===== src/rtl/vdp_host_pkg.sv =====
`default_nettype none
// +----------------------------------------------------------------------+
// | Module : vdp_host_pkg                                                |
// | Desc   : Shared encodings for the VDP host bridge.                   |
// | Rev    : 1.0  initial release                                        |
// +----------------------------------------------------------------------+
package vdp_host_pkg;

    localparam logic [1:0] OP_REG_WRITE = 2'd0;
    localparam logic [1:0] OP_SET_WADDR = 2'd1;
    localparam logic [1:0] OP_VRAM_DATA = 2'd2;
    localparam logic [1:0] OP_RESERVED  = 2'd3;

    localparam logic [1:0] MODE_REG_SEL  = 2'd0;
    localparam logic [1:0] MODE_REG_DATA = 2'd1;
    localparam logic [1:0] MODE_VRAM     = 2'd2;

    localparam logic [7:0] REG_WADDR_LO = 8'd2;
    localparam logic [7:0] REG_WADDR_HI = 8'd3;

    typedef enum logic [2:0] {
        ST_IDLE   = 3'd0,
        ST_FETCH  = 3'd1,
        ST_SETUP  = 3'd2,
        ST_STROBE = 3'd3,
        ST_HOLD   = 3'd4
    } state_e;

    typedef struct packed {
        logic [1:0] mode;
        logic [7:0] data;
    } bus_op_t;

endpackage
`default_nettype wire


===== src/rtl/vdp_cmd_fifo.sv =====
`default_nettype none
// +----------------------------------------------------------------------+
// | Module : vdp_cmd_fifo                                                |
// | Desc   : Synchronous command FIFO with full/empty flags.             |
// | Rev    : 1.0  initial release                                        |
// +----------------------------------------------------------------------+
module vdp_cmd_fifo
    import vdp_host_pkg::*;
#(
    parameter int WIDTH = 18,
    parameter int DEPTH = 16
) (
    input  logic             clk,
    input  logic             reset,
    input  logic             push_i,
    input  logic [WIDTH-1:0] data_i,
    input  logic             pop_i,
    output logic [WIDTH-1:0] data_o,
    output logic             full_o,
    output logic             empty_o
);

    localparam int          AW      = (DEPTH > 1) ? $clog2(DEPTH) : 1;
    localparam logic [AW:0] c_DEPTH = (AW+1)'(DEPTH);

    logic [WIDTH-1:0] mem_q [DEPTH];
    logic [AW-1:0]    wr_ptr_q;
    logic [AW-1:0]    rd_ptr_q;
    logic [AW:0]      count_q;
    logic             do_push;
    logic             do_pop;

    assign full_o  = (count_q == c_DEPTH);
    assign empty_o = (count_q == '0);
    // A full FIFO refuses pushes even when a pop frees a slot that clock.
    assign do_push = push_i && !full_o;
    assign do_pop  = pop_i && !empty_o;
    assign data_o  = mem_q[rd_ptr_q];

    always_ff @(posedge clk) begin
        if (reset) begin
            wr_ptr_q <= '0;
            rd_ptr_q <= '0;
            count_q  <= '0;
        end else begin
            if (do_push) wr_ptr_q <= wr_ptr_q + 1'b1;
            if (do_pop)  rd_ptr_q <= rd_ptr_q + 1'b1;
            case ({do_push, do_pop})
                2'b10:   count_q <= count_q + 1'b1;
                2'b01:   count_q <= count_q - 1'b1;
                default: count_q <= count_q;
            endcase
        end
    end

    always_ff @(posedge clk) begin
        if (do_push) mem_q[wr_ptr_q] <= data_i;
    end

endmodule
`default_nettype wire


===== src/rtl/vdp_host_bridge.sv =====
`default_nettype none
// +----------------------------------------------------------------------+
// | Module : vdp_host_bridge                                             |
// | Desc   : Expands queued host commands into VDP CPU-port bus cycles.  |
// | Rev    : 1.0  initial release                                        |
// +----------------------------------------------------------------------+
module vdp_host_bridge
    import vdp_host_pkg::*;
#(
    parameter int FIFO_DEPTH    = 16,
    parameter int SETUP_CYCLES  = 1,
    parameter int STROBE_CYCLES = 2,
    parameter int HOLD_CYCLES   = 1
) (
    input  logic        clk,
    input  logic        reset,
    input  logic        cmd_valid,
    output logic        cmd_ready,
    input  logic [1:0]  cmd_op,
    input  logic [15:0] cmd_arg,
    output logic        busy,
    output logic        err,
    output logic [1:0]  vdp_mode,
    output logic        vdp_write,
    output logic [7:0]  vdp_data,
    input  logic        vdp_rdy
);

    localparam logic [7:0] c_SETUP_LAST  = 8'(SETUP_CYCLES - 1);
    localparam logic [7:0] c_STROBE_LAST = 8'(STROBE_CYCLES - 1);
    localparam logic [7:0] c_HOLD_LAST   = 8'(HOLD_CYCLES - 1);

    logic        fifo_full;
    logic        fifo_empty;
    logic        fifo_pop;
    logic [17:0] fifo_dout;

    state_e          state_q, state_d;
    bus_op_t [3:0]   ops_q, ops_d;
    logic [2:0]      n_ops_q, n_ops_d;
    logic [2:0]      step_q, step_d;
    logic [7:0]      cyc_q, cyc_d;
    logic [7:0]      cache_reg_q, cache_reg_d;
    logic            cache_vld_q, cache_vld_d;
    logic [1:0]      mode_q, mode_d;
    logic [7:0]      data_q, data_d;
    logic            err_q, err_d;

    bus_op_t [3:0]   dec_ops;
    logic [2:0]      dec_n;
    logic [7:0]      dec_cache_reg;
    logic            dec_err;
    logic [1:0]      head_op;
    logic [15:0]     head_arg;
    logic [2:0]      step_inc;

    vdp_cmd_fifo #(
        .WIDTH (18),
        .DEPTH (FIFO_DEPTH)
    ) u_fifo (
        .clk     (clk),
        .reset   (reset),
        .push_i  (cmd_valid),
        .data_i  ({cmd_op, cmd_arg}),
        .pop_i   (fifo_pop),
        .data_o  (fifo_dout),
        .full_o  (fifo_full),
        .empty_o (fifo_empty)
    );

    assign head_op  = fifo_dout[17:16];
    assign head_arg = fifo_dout[15:0];

    // Decode the FIFO head into its bus-op list, skipping a select already cached.
    always_comb begin
        dec_ops       = '0;
        dec_n         = 3'd0;
        dec_cache_reg = cache_reg_q;
        dec_err       = 1'b0;
        case (head_op)
            OP_REG_WRITE: begin
                dec_cache_reg = head_arg[15:8];
                if (cache_vld_q && (cache_reg_q == head_arg[15:8])) begin
                    dec_ops[0] = {MODE_REG_DATA, head_arg[7:0]};
                    dec_n      = 3'd1;
                end else begin
                    dec_ops[0] = {MODE_REG_SEL, head_arg[15:8]};
                    dec_ops[1] = {MODE_REG_DATA, head_arg[7:0]};
                    dec_n      = 3'd2;
                end
            end
            OP_SET_WADDR: begin
                dec_cache_reg = REG_WADDR_HI;
                if (cache_vld_q && (cache_reg_q == REG_WADDR_LO)) begin
                    dec_ops[0] = {MODE_REG_DATA, head_arg[7:0]};
                    dec_ops[1] = {MODE_REG_SEL, REG_WADDR_HI};
                    dec_ops[2] = {MODE_REG_DATA, head_arg[15:8]};
                    dec_n      = 3'd3;
                end else begin
                    dec_ops[0] = {MODE_REG_SEL, REG_WADDR_LO};
                    dec_ops[1] = {MODE_REG_DATA, head_arg[7:0]};
                    dec_ops[2] = {MODE_REG_SEL, REG_WADDR_HI};
                    dec_ops[3] = {MODE_REG_DATA, head_arg[15:8]};
                    dec_n      = 3'd4;
                end
            end
            OP_VRAM_DATA: begin
                dec_ops[0] = {MODE_VRAM, head_arg[7:0]};
                dec_n      = 3'd1;
            end
            default: dec_err = 1'b1;
        endcase
    end

    assign step_inc = step_q + 3'd1;

    always_comb begin
        state_d     = state_q;
        ops_d       = ops_q;
        n_ops_d     = n_ops_q;
        step_d      = step_q;
        cyc_d       = cyc_q;
        cache_reg_d = cache_reg_q;
        cache_vld_d = cache_vld_q;
        mode_d      = mode_q;
        data_d      = data_q;
        err_d       = 1'b0;
        fifo_pop    = 1'b0;
        case (state_q)
            ST_IDLE: begin
                if (!fifo_empty) begin
                    fifo_pop    = 1'b1;
                    ops_d       = dec_ops;
                    n_ops_d     = dec_n;
                    step_d      = 3'd0;
                    err_d       = dec_err;
                    cache_reg_d = dec_cache_reg;
                    cache_vld_d = cache_vld_q || !dec_err;
                    state_d     = ST_FETCH;
                end
            end
            ST_FETCH: begin
                if (step_q < n_ops_q) begin
                    mode_d  = ops_q[step_q[1:0]].mode;
                    data_d  = ops_q[step_q[1:0]].data;
                    cyc_d   = 8'd0;
                    state_d = ST_SETUP;
                end else if (!fifo_empty) begin
                    fifo_pop    = 1'b1;
                    ops_d       = dec_ops;
                    n_ops_d     = dec_n;
                    step_d      = 3'd0;
                    err_d       = dec_err;
                    cache_reg_d = dec_cache_reg;
                    cache_vld_d = cache_vld_q || !dec_err;
                end else begin
                    state_d = ST_IDLE;
                end
            end
            ST_SETUP: begin
                if (cyc_q == c_SETUP_LAST) begin
                    cyc_d   = 8'd0;
                    state_d = ST_STROBE;
                end else begin
                    cyc_d = cyc_q + 8'd1;
                end
            end
            ST_STROBE: begin
                // Count saturates at the minimum width; rdy alone then releases the strobe.
                if (cyc_q >= c_STROBE_LAST) begin
                    if (vdp_rdy) begin
                        cyc_d   = 8'd0;
                        state_d = ST_HOLD;
                    end
                end else begin
                    cyc_d = cyc_q + 8'd1;
                end
            end
            ST_HOLD: begin
                if (cyc_q == c_HOLD_LAST) begin
                    cyc_d  = 8'd0;
                    step_d = step_inc;
                    if (step_inc < n_ops_q) begin
                        mode_d  = ops_q[step_inc[1:0]].mode;
                        data_d  = ops_q[step_inc[1:0]].data;
                        state_d = ST_SETUP;
                    end else begin
                        state_d = ST_FETCH;
                    end
                end else begin
                    cyc_d = cyc_q + 8'd1;
                end
            end
            default: state_d = ST_IDLE;
        endcase
    end

    always_ff @(posedge clk) begin
        if (reset) begin
            state_q     <= ST_IDLE;
            ops_q       <= '0;
            n_ops_q     <= 3'd0;
            step_q      <= 3'd0;
            cyc_q       <= 8'd0;
            cache_reg_q <= 8'd0;
            cache_vld_q <= 1'b0;
            mode_q      <= 2'd0;
            data_q      <= 8'd0;
            err_q       <= 1'b0;
        end else begin
            state_q     <= state_d;
            ops_q       <= ops_d;
            n_ops_q     <= n_ops_d;
            step_q      <= step_d;
            cyc_q       <= cyc_d;
            cache_reg_q <= cache_reg_d;
            cache_vld_q <= cache_vld_d;
            mode_q      <= mode_d;
            data_q      <= data_d;
            err_q       <= err_d;
        end
    end

    assign cmd_ready = !fifo_full;
    assign busy      = !fifo_empty || (state_q != ST_IDLE);
    assign err       = err_q;
    assign vdp_mode  = mode_q;
    assign vdp_data  = data_q;
    assign vdp_write = (state_q == ST_STROBE);

endmodule
`default_nettype wire


===== config.mk =====
export PLATFORM = sky130hd
export DESIGN_NAME = vdp_host_bridge
export DESIGN_NICKNAME = d
export VERILOG_FILES = /design/src/rtl/vdp_host_pkg.sv /design/src/rtl/vdp_cmd_fifo.sv /design/src/rtl/vdp_host_bridge.sv
export SDC_FILE = /design/constraint.sdc
export NUM_CORES = 1
export LEC_CHECK = 0
export BUFFER_PORTS_ARGS = -buffer_cell sky130_fd_sc_hd__buf_2
export CELL_PAD_IN_SITES_DETAIL_PLACEMENT = 2
export CELL_PAD_IN_SITES_GLOBAL_PLACEMENT = 2
export CORE_ASPECT_RATIO = 1.4
export CORE_UTILIZATION = 42
export CTS_BUF_LIST = sky130_fd_sc_hd__clkbuf_8 sky130_fd_sc_hd__clkbuf_16
export CTS_CLUSTER_SIZE = 16
export DETAILED_ROUTE_END_ITERATION = 12
export PLACE_DENSITY_LB_ADDON = 0.1
export SLEW_MARGIN = 20
export SYNTH_ARGS = -nofsm -noshare
export SYNTH_HDL_FRONTEND = slang
export SYNTH_SLANG_ARGS = --single-unit

===== constraint.sdc =====
create_clock -name clk -period 3.4 [get_ports clk]
set_input_delay 0.34 -clock clk [delete_from_list [all_inputs] [get_ports clk]]
set_output_delay 0.34 -clock clk [all_outputs]
set_load 0.03 [all_outputs]

==> flow_summary.json <==
{
  "cp-start-kind": "flop",
  "synthCells": 1025,
  "drive_above_1_share_pct": 24.29,
  "grt_pass1_wl_um": 65830,
  "ys_seq_area_share_pct": 65.56,
  "ys_types": 76,
  "ant_nets": 0,
  "routabilityCongestion": 0.8007,
  "grt_pass1_vias": 10476,
  "max-vdd-ir-drop_mv": 0.4572,
  "swShare_pct": 33.31,
  "max_freq_ghz": 0.3168,
  "power_density_mw_per_mm2": 786.7,
  "crit_family": "compound AO/OA/AOI/OAI gates",
  "synth_most_common_cell": "edfxtp_1",
  "nets": 1142,
  "synth-simple-area-share_pct": 7.866,
  "r2r_cells": 15,
  "syn2layout_area_growth_pct": 14.16,
  "first_pass_iters": 5,
  "crit_path_end_kind": "flop",
  "cts-resized-gates": 0,
  "hold_ws_ns": 0.1582,
  "worstPathRequired_ns": 3.81,
  "min_path_cells": 1,
  "track_usage_pct": 23.25,
  "worstHoldStart": "cmd_arg[5]",
  "ys.flop_type": "edfxtp_1",
  "pwr-share-seq_pct": 40.1,
  "io_pins": 36,
  "r2r_start": "n_ops_q[1]",
  "max_cap_viol_count": 0,
  "start_util_pct": 42.56,
  "vias": 9360,
  "clkPwrFrac_pct": 29.2,
  "p_comb_share_pct": 30.6,
  "yosys.area_share.xor_xnor_pct": 1.465,
  "antenna_cells": 0,
  "core-area_mm2": 0.03752,
  "max_slew_margin_pct": 51.22,
  "crit_fanout": 7,
  "dp_cells": 1536,
  "cellLeakagePower_nw": 5.993,
  "syn_avg_cell_area_um2": 15.58,
  "cts_max_path_buffers": 3,
  "vias_per_cell": 5.832,
  "cts.sinks": 379,
  "skew_ns": 0.02207,
  "yosys-mux-area-fraction_pct": 14.94,
  "fin_crit_sh_pct": 92.83,
  "synthArstFlopShare_pct": 0,
  "syn_area_mm2": 0.01597,
  "path_depth": 15,
  "arrival_ns": 3.56,
  "cts_buffers": 39,
  "slowest_stage": "a2111oi_2",
  "path_clk_slew_ns": 0.06,
  "internal-power_mw": 9.564,
  "status": "completed",
  "worstHoldPathType": "in -> reg",
  "grt_max_degree": 41,
  "rsz0062_at_grt": "no",
  "die_w_um": 166.8,
  "cp_common_cell": "ha_1",
  "worst-path-buf-inv": 2,
  "cts_tree": "built",
  "crit_chain": "inv_1, ha_1, a21o_1, a211o_1, nand3_2, inv_1, ha_1, xor2_1, ha_1, a31oi_1, nor2_1, a2111oi_2, o311ai_1, xor2_1, nor2_1",
  "postCtsHoldBufs": 0,
  "path_class": "reg -> reg",
  "synthTopCellsByCount": "edfxtp_1, dfxtp_1, nor2_1",
  "synth-edff-count": 288,
  "synth-compound-area-share_pct": 6.440,
  "synth_nets": 1063,
  "ys.warnings.count": 0,
  "grt_antenna_before_repair": 0,
  "grt-ovfl-total": 0,
  "cp-startpoint": "n_ops_q[1]",
  "period_minus_slack_ns": 3.156,
  "slew_violations": 0,
  "cpPeakStageDelay_ns": 0.35,
  "setup_tns_ns": 0,
  "synth-seq-cells": 379,
  "synth_top_family_by_area": "multiplexers",
  "portBuffers": 35,
  "drt-initial-drc-count": 522,
  "synth.area.top_cells": "edfxtp_1, dfxtp_1, mux4_2, mux2i_1, nor2_1",
  "cts_setup_buffers": 0,
  "die_area_mm2": 0.03882,
  "root_buffer": "clkbuf_16",
  "num_rows": 84,
  "layout.cells.non_filler": 1605,
  "switchingPower_mw": 4.778,
  "wl_per_cell_um": 27.23,
  "wirelength_um": 43710,
  "drc": 0,
  "insertion_delay_ns": 0.55,
  "synth_top_area_share_pct": 54.16,
  "finalHoldViolCount": 0,
  "die_h_um": 232.7,
  "hpwl_um": 28840,
  "htree_levels": 2,
  "synth.largest_area_cell": "edfxtp_1",
  "setup_viol": 0,
  "worstMarginPinSlew_ns": 0.7309,
  "synth_adder_area_share_pct": 1.254
}
-- path summary, 6_finish.rpt --
check	end	slack, ns
worst max register to register	u_fifo.count_q[4]	0.24
worst max-delay path	u_fifo.count_q[4]	0.24
worst min-delay path	u_fifo.mem_q[6][5]	0.16
worst min register to register	ops_q[9]	0.47
-- worst reg2reg max path, stage by stage (launching register included) --
cell and delay, ns:
dfxtp_1 0.31, inv_1 0.06, ha_1 0.29, a21o_1 0.17, a211o_1 0.32, nand3_2 0.08, inv_1 0.06, ha_1 0.30
xor2_1 0.18, ha_1 0.26, a31oi_1 0.19, nor2_1 0.08, a2111oi_2 0.35, o311ai_1 0.18, xor2_1 0.16, nor2_1 0.05
-- layer usage --
layer | share of wire [%] | global-route usage, % | up-vias
met5 | 0 | 0 | -
met4 | 3.5 | 9.201 | 0
met3 | 3.6 | 3.572 | 84
met2 | 53 | 43.32 | 189
met1 | 39 | 26.62 | 4932
li1 | - | - | 4155
-- registers in the layout, indices dropped and copies added (netlist names), named ones only --
name / count
cyc_q: 8
cache_reg_q: 8
vdp_mode: 2
u_fifo.wr_ptr_q: 4
vdp_data: 8
u_fifo.mem_q: 288
step_q: 3
ops_q: 37
u_fifo.rd_ptr_q: 4
err: 1
cache_vld_q: 1
n_ops_q: 3
u_fifo.count_q: 5
state_q: 3
-- logic make-up after synthesis --
logic type	Yosys count
xor+xnor	25
mux	131
buf+inv	75
compound gates	138
flops	379
simple gates	261
fa+ha+maj	16
-- power by group through the flow --
stage               registers [mW]  clock network [mW]  logic (mW)
finish                        5.76                4.19        4.39
CTS                           5.76                4.29        4.46
detailed placement            5.85                   0        4.44
floorplan                     5.70                   0        3.09
global route                  5.82                4.41        4.77
global placement              5.83                   0        4.33
-- per-stage QoR --
step / instance area (um^2) / utilization [%] / setup slack (ns) / power [mW]
2_1_floorplan: 15970 / - / 0.02569 / 8.787
3_3_place_gp: 16990 / 45.29 / 0.2626 / 10.16
3_5_place_dp: 16990 / 45.29 / 0.1777 / 10.29
4_1_cts: 18220 / 48.56 / 0.1439 / 14.52
5_1_grt: 18230 / 48.59 / 0.01365 / 15.00
6_report: 18230 / 48.59 / 0.2437 / 14.34
-- layout make-up --
cell class / instances / area (um^2)
clock buffer: 41 / 1015
clock inverter: 28 / 212.7
tap: 473 / 591.8
sequential: 379 / 10480
inverter: 13 / 48.80
multi-input combinational: 571 / 5166
fill: 3501 / 19290
timing repair buffer: 100 / 713.2
-- placed cells by master (no fill, tap or decap), drive strengths merged, types with 11 or more instances in the layout --
master and n:
mux2i 43, nor2 94, clkinv 12, a22o 11
edfxtp 288, xor2 16, nor3 14, a22oi 20
nand3 23, inv 24, dfxtp 91, a21oi 36
o21ai 16, ha 16, nand2 74, clkbuf 41
buf 100, mux4 83
(Power assumes the default switching activity.)
